### config.mk
export PLATFORM = sky130hd
export DESIGN_NAME = fifo_burst_reader
export DESIGN_NICKNAME = d
export VERILOG_FILES = /design/src/rtl/fifo_burst_reader.sv
export SDC_FILE = /design/constraint.sdc
export NUM_CORES = 1
export LEC_CHECK = 0
export ABC_AREA = 1
export ABC_CLOCK_PERIOD_IN_PS = 6000
export CAP_MARGIN = 20
export CORE_ASPECT_RATIO = 1.75
export CORE_MARGIN = 1
export CORE_UTILIZATION = 25
export CTS_BUF_LIST = sky130_fd_sc_hd__clkbuf_8
export CTS_CLUSTER_DIAMETER = 50
export DETAILED_ROUTE_END_ITERATION = 12
export PLACE_DENSITY = 0.42
export SLEW_MARGIN = 0
export SYNTH_ARGS = -nofsm -noshare
export SYNTH_HDL_FRONTEND = slang
export SYNTH_SLANG_ARGS = --single-unit
### constraint.sdc
create_clock -name clk -period 6 [get_ports clk]
set_input_delay 0.9 -clock clk [delete_from_list [all_inputs] [get_ports clk]]
set_output_delay 0.9 -clock clk [all_outputs]
set_load 0.02 [all_outputs]
### src/rtl/fifo_burst_reader.sv
// Read-side burst controller: drains the FIFO in bursts into a 2-entry skid buffer.
// Optional FIFO_RD_URGENT_EN: keep bursting while the FIFO is programmable-full.
module fifo_burst_reader #(
  parameter int DATA_WIDTH = 8,
  parameter int BURST_LEN  = 16,
  parameter int GAP_CYCLES = 2
) (
  input  logic                  clk,
  input  logic                  reset_n,
  input  logic                  fifo_empty,
  input  logic                  fifo_full,
  output logic                  fifo_rd_en,
  input  logic [DATA_WIDTH-1:0] fifo_data,
  input  logic                  enable,
  input  logic                  flush,
  output logic [DATA_WIDTH-1:0] m_data,
  output logic                  m_valid,
  input  logic                  m_ready,
  output logic                  busy,
  output logic                  burst_done
);

  typedef enum logic [1:0] {
    IDLE  = 2'd0,
    BURST = 2'd1,
    GAP   = 2'd2
  } state_t;

  localparam logic [8:0] LEN = 9'(BURST_LEN);
  localparam logic [3:0] GAP_LAST =
    4'(GAP_CYCLES > 0 ? GAP_CYCLES - 1 : 0);

  state_t state_q, state_d;
  logic [7:0] burst_cnt_q, burst_cnt_d;
  logic [3:0] gap_cnt_q, gap_cnt_d;
  logic       done_q, done_d;

  logic [1:0]            buf_count_q;
  logic                  wr_ptr_q;
  logic                  rd_ptr_q;
  logic [DATA_WIDTH-1:0] buf_mem_q [2];

  logic       issue;
  logic       pop;
  logic [8:0] cnt_next;
  logic [7:0] cnt_sat;
  logic       len_hit;
  logic       skip_gap;
  logic       term;

  // Read request depends only on registered state, fifo_empty and flush.
  assign fifo_rd_en = (state_q == BURST) & ~fifo_empty
                    & (buf_count_q != 2'd2) & ~flush;
  assign issue      = fifo_rd_en & ~fifo_empty;
  assign m_valid    = (buf_count_q != 2'd0);
  assign pop        = m_valid & m_ready;
  assign m_data     = buf_mem_q[rd_ptr_q];
  assign busy       = (state_q == BURST);
  assign burst_done = done_q;

  assign cnt_next = {1'b0, burst_cnt_q} + {8'd0, issue};
  assign cnt_sat  = cnt_next[8] ? 8'hFF : cnt_next[7:0];

`ifdef FIFO_RD_URGENT_EN
  assign len_hit  = (cnt_next >= LEN) & ~fifo_full;
  assign skip_gap = fifo_full;
`else
  logic unused_fifo_full;
  assign unused_fifo_full = fifo_full;
  assign len_hit  = (cnt_next >= LEN);
  assign skip_gap = 1'b0;
`endif

  assign term = fifo_empty | len_hit;

  always_ff @(posedge clk or negedge reset_n) begin
    if (!reset_n) begin
      state_q     <= IDLE;
      burst_cnt_q <= 8'd0;
      gap_cnt_q   <= 4'd0;
      done_q      <= 1'b0;
    end else begin
      state_q     <= state_d;
      burst_cnt_q <= burst_cnt_d;
      gap_cnt_q   <= gap_cnt_d;
      done_q      <= done_d;
    end
  end

  always_comb begin
    state_d     = state_q;
    burst_cnt_d = burst_cnt_q;
    gap_cnt_d   = gap_cnt_q;
    done_d      = 1'b0;
    if (flush) begin
      state_d     = IDLE;
      burst_cnt_d = 8'd0;
      gap_cnt_d   = 4'd0;
    end else begin
      unique case (state_q)
        IDLE: begin
          if (enable && !fifo_empty) begin
            state_d     = BURST;
            burst_cnt_d = 8'd0;
          end
        end
        BURST: begin
          burst_cnt_d = cnt_sat;
          if (term) begin
            done_d    = 1'b1;
            gap_cnt_d = 4'd0;
            if (GAP_CYCLES == 0 || skip_gap) begin
              state_d = IDLE;
            end else begin
              state_d = GAP;
            end
          end
        end
        GAP: begin
          if (gap_cnt_q == GAP_LAST) begin
            state_d   = IDLE;
            gap_cnt_d = 4'd0;
          end else begin
            gap_cnt_d = gap_cnt_q + 4'd1;
          end
        end
        default: state_d = IDLE;
      endcase
    end
  end

  // The issue rule never pushes into a full buffer.
  always_ff @(posedge clk or negedge reset_n) begin
    if (!reset_n) begin
      buf_count_q  <= 2'd0;
      wr_ptr_q     <= 1'b0;
      rd_ptr_q     <= 1'b0;
      buf_mem_q[0] <= '0;
      buf_mem_q[1] <= '0;
    end else if (flush) begin
      buf_count_q <= 2'd0;
      wr_ptr_q    <= 1'b0;
      rd_ptr_q    <= 1'b0;
    end else begin
      if (issue) begin
        buf_mem_q[wr_ptr_q] <= fifo_data;
        wr_ptr_q            <= ~wr_ptr_q;
      end
      if (pop) begin
        rd_ptr_q <= ~rd_ptr_q;
      end
      unique case (1'b1)
        issue & ~pop: buf_count_q <= buf_count_q + 2'd1;
        pop & ~issue: buf_count_q <= buf_count_q - 2'd1;
        default:      buf_count_q <= buf_count_q;
      endcase
    end
  end

endmodule

# Word level (Yosys, flattened, before mapping)

Index checks and enable logic that the tools add are counted.

Bitwise operators: 16
Reduce and logical (&&, ||, !) cells: 14
Multiplexer cells: 28
Eq/ne operators: 7
Add/subtract/negate cells: 4
$lt $le $gt $ge: 4

Operators by type and width:

| operator              | count |
|---|---|
| $mux W8               | 7 |
| $bwmux W16            | 1 |
| $pmux W8 S2           | 1 |
| $mux W4               | 3 |
| $mux W2               | 5 |
| $add A8 B1 Y9         | 1 |
| $ge A9 B5 Y1 const B  | 1 |
| $reduce_bool A3 Y1    | 3 |
| $demux W8 S1          | 1 |
| $pmux W4 S2           | 1 |
| $and A1 B1 Y1         | 7 |
| $mux W1               | 7 |
| $ne A3 B3 Y1 const B  | 2 |
| $not A1 Y1            | 6 |
| $pmux W2 S3           | 1 |
| $reduce_and A2 Y1     | 3 |
| $reduce_bool A2 Y1    | 3 |
| $add A4 B1 Y4 const B | 1 |
| $eq A4 B1 Y1 const B  | 1 |
| $ge A2 B2 Y1 const B  | 2 |
| $not A1 Y2            | 2 |
| $pmux W2 S2           | 1 |
| $ne A3 B2 Y1 const B  | 1 |
| $reduce_and A3 Y1     | 1 |
| other kinds (10)      | 11 |

Register bits after elaboration: 35
Output and inout bits: 12

# Depth between registers and ports, before layout

Word-level depth: 11
Gate-level depth with buffers: 17

# Worst setup path after synthesis

OpenSTA, ideal clock, no wires.

Path type: input-to-reg
From: input flush
To: register gap_cnt_q[3]
Data required time: 5935 ps
Library setup time: 65 ps
Data arrival time: 2284 ps
Cell stages on the path: 15
Path slack: 3651 ps
Cells stage by stage: nor2_8 nand3_4 inv_1 ha_1 ha_1 nand2_1 inv_1 nand3_1 nand2_1 nand2_1 nor2_1 nand3_1 nand2_1 nand2_1 nand2_1

Word-level cells in the longest chain between the ends: 8
Elaborated cells on any way between the ends: 10

Ends and longest elaborated chain:

| item                        | RTL line | RTL |
|---|---|---|
| start, declared             | 15       | `input logic flush,` |
| $not A1 Y1 (no line)        | --       |  |
| $and A1 B1 Y1               | 53       | `& (buf_count_q != 2'd2) & ~flush;` |
| $and A1 B1 Y1               | 54       | `assign issue = fifo_rd_en & ~fifo_empty;` |
| $add A8 B1 Y9               | 61       | `assign cnt_next = {1'b0, burst_cnt_q} + {8'd0, issue};` |
| $ge A9 B5 Y1                | 70       | `assign len_hit = (cnt_next >= LEN);` |
| $or A1 B1 Y1                | 74       | `assign term = fifo_empty \| len_hit;` |
| $ne A3 B2 Y1 (no line)      | --       |  |
| $reduce_and A2 Y1 (no line) | --       |  |
| end signal, assigned        | 85       | `gap_cnt_q <= gap_cnt_d;` |
| end, declared               | 35       | `logic [3:0] gap_cnt_q, gap_cnt_d;` |

Parallel ways exist; a longest one is shown, timed or not.
A chain may end at the register's enable or synchronous reset.

# Final worst setup path

From: input flush
To: output fifo_rd_en

Word-level cells in the longest chain between the ends: 2

Ends and longest elaborated chain:

| item                 | RTL line | RTL |
|---|---|---|
| $not A1 Y1 (no line) | --       |  |
| $and A1 B1 Y1        | 53       |  |
| end, declared        | 12       | `output logic fifo_rd_en,` |

No other way between the ends.

==> impl_metrics.yaml <==
logic_synthesis:
  synth-edff-count: 0
  synth_fp_nets: 247
  synth_area_leaders: "dfrtp_1 48%, nand2_1 14%, o21ai_0 6.0%"
  synthTopCellsByCount: "71 x nand2_1, 35 x dfrtp_1, 28 x inv_1, 22 x o21ai_0, 14 x nand3_1"
  ys_ff_latch: 35
  synth_area_leader_cell: "dfrtp_1"
  synth_cell_types: 27
  synth_warnings: 0
  async_flop_share_pct: 100
  syn_area_per_cell_um2: 8.07
  syn-cell-area_um2: 1840
  synth_most_common_cell: "nand2_1"
  synth_top_area_share_pct: 47.6
  synthCells: 228
  yosysSeqAreaShare_pct: 47.6
  synth_flop_cell: "dfrtp_1"
route:
  top_layer: "met4"
  routed_wl_mm: 4.23
  met1_length_mm: 1.64
  vias: 1519
  wl_met3_um: 150
  ant_nets: 0
  drtPass1Iterations: 4
  wl_met2_mm: 2.35
  via_per_inst: 4.42
  route.detailed.drc: 0
  drt_iter0_markers: 114
  wire_per_inst_um: 12.3
layout:
  synthToLayoutAreaGrowth_pct: 22.2
  fin_nets: 276
  final_layout_size_suffix_gt1_share_pct: 10.5
  finalNonFillerCells: 344
  final_area_um2: 2250
  antenna_cells: 0
pwr:
  swShare_pct: 36.4
  intPower_uw: 494
  finalPower_uw: 776
  p_sw_uw: 282
  ir_worst_vdd_v: 0.000143
  pwr-share-comb_pct: 36.5
  pwr-share-seq_pct: 42.0
  p_per_area_nw_per_um2: 345
  power_frac_clock_pct: 21.4
  p_leak_nw: 1.15
floorplan:
  start_util_pct: 25.6
  die_x_um: 66.8
  core_um2: 7180
  die-area_um2: 7720
  die-height_um: 115
  rows: 41
  io_pins: 27
placement:
  dp_hpwl_mm: 3.02
  portBuffers: 25
  post-place-ws_ps: 2590
  place_congestion: 0.763
  place_area_um2: 2170
  dp.cells: 336
worst_setup_path:
  crit_fanout: 10
  cp-end-kind: "output pin"
  worstRegToRegCells: 17
  crit_path_frequent_cell: "clkdlybuf4s50_1"
  timing.critical_path.slowest_stage_cell: "clkdlybuf4s50_1"
  critPathArrivalTime_ps: 2490
  cp-start-kind: "input port"
  crit_chain: "clkdlybuf4s50_1 -> nor2_8 -> nand3_4 -> inv_2 -> clkdlybuf4s50_1"
  criticalPathCategory: "in2out"
  required_ps: 5100
  path_buf_inv: 3
  cp.depth: 5
  crit_family: "buffers and inverters"
  max_stage_delay_ps: 620
clocking:
  cts_tree: "built"
  htree_levels: 2
  post_cts_buffers: 0
  clk_pin_slew_ps: 70
  holdBufCountCts: 0
  clock-sinks: 35
  numCtsBuffers: 5
  clock-root-buffer: "clkbuf_8"
  clock_latency_ps: 290
  clockBufferDepth: 2
  cts_resized: 0
global_routing:
  grt_first_pass_wirelength_mm: 7.07
  grtUsageTotal_pct: 12.6
  grt_pass1_vias: 1504
  grt_max_degree: 36
  antenna_found_initial: 0
  overflow: 0
timing:
  min_period_ps: 3390
  period_share_pct: 56.6
  drv_slew: 0
  tns_ps: 0
  final_hold_viol_count: 0
  rsz0062_at_grt: "no"
  tightest_slew_ps: 755
  fin_worst_skew_ps: 3.38
  setup_viol: 0
  postLayoutSetupSlackWorst_ps: 2610
  fmax_mhz: 295
  max_slew_margin_pct: 49.7
min_path:
  min_path_cells: 2
  hold_path.class: "reg2reg"
flow_run:
  maxCapViolations: 0
status:
  outcome: "complete, no violations"
layout by cell type, fill, tap and decap left out, types with 2 or more instances in the layout:
cell / netlist / layout
nand3_1: 14 / 14
o21ai_2: 8 / 8
nand2_1: 71 / 71
dfrtp_1: 35 / 35
o21ai_1: 3 / 3
nor2_1: 11 / 11
clkbuf_8: 0 / 5
nand4_1: 3 / 3
or2_2: 3 / 3
o21ai_0: 22 / 22
inv_1: 28 / 30
clkdlybuf4s50_1: 0 / 25
inv_2: 3 / 3
ha_1: 4 / 4
nand2_2: 2 / 2
a21oi_1: 6 / 6
o22ai_1: 2 / 2
through the flow:
step	utilization [%]	hold WS [ps]
2_1_floorplan	-	453
3_3_place_gp	30.2	466
3_5_place_dp	30.2	469
4_1_cts	31.3	487
5_1_grt	31.3	518
6_report	31.3	485
routing by layer:
metal	GRT usage (%)	vias to the layer above
li1	-	779
met1	12.6	698
met2	23.8	33
met3	2.95	9
met4	5.67	0
met5	0	-
power groups by stage:
stage          registers [mW]  logic (mW)  clock network (mW)
5_1_grt                 0.335       0.317               0.182
6_report                0.326       0.283               0.166
3_5_place_dp            0.331       0.287                   0
4_1_cts                 0.327       0.290               0.175
3_3_place_gp            0.330       0.288                   0
2_1_floorplan           0.320       0.184                   0
worst reg2reg max path: stages (launching register included):
cell and delay (ps):
dfrtp_1 420, inv_2 90, nand2_4 70, nor2_8 170, nand3_4 120, inv_1 70, ha_1 160, ha_1 210
nand2_1 100, inv_1 140, nand3_1 110, nand2_1 80, nand2_1 50, nor2_1 130, nand3_1 120, nand2_1 150
nand2_1 70, nand2_1 50
worst paths after layout:
path | startpoint | end | slack (ps)
worst max-delay path | flush | fifo_rd_en | 2610
worst min-delay path | buf_mem_q[13]$_DFFE_PN0P_ | buf_mem_q[13]$_DFFE_PN0P_ | 490
max in group asynchronous | reset_n | wr_ptr_q$_DFFE_PN0P_ | 4620
worst max register to register | state_q[1]$_DFFE_PN0P_ | gap_cnt_q[3]$_DFFE_PN0P_ | 3620
min in group asynchronous | reset_n | gap_cnt_q[2]$_DFFE_PN0P_ | 1030
worst min register to register | buf_mem_q[13]$_DFFE_PN0P_ | buf_mem_q[13]$_DFFE_PN0P_ | 490
registers in the layout (all words and copies together), names as in the netlist:
name         count
state_q          2
gap_cnt_q        4
buf_count_q      2
burst_cnt_q      8
buf_mem_q       16
burst_done       1
wr_ptr_q         1
rd_ptr_q         1
logic make-up (layout without fill, tap and decap cells):
family          count (synthesis)  after routing  share of synthesized area, %
compound gates                 44             44                          14.3
xor+xnor                        1              1                         0.476
fa+ha+maj                       4              4                          2.72
buf+inv                        36             66                          8.64
flops                          35             35                          47.6
simple gates                  108            108                          26.3
cell type report:
cell class | instances | area [um^2]
inverters | 32 | 120
clock inverters | 3 | 12.5
well taps | 86 | 108
flip-flops and latches | 35 | 876
fillers | 812 | 4930
clock buffers | 5 | 68.8
multi-input cells | 157 | 805
repair buffers | 26 | 258
Power figures use the tool's default switching activity.
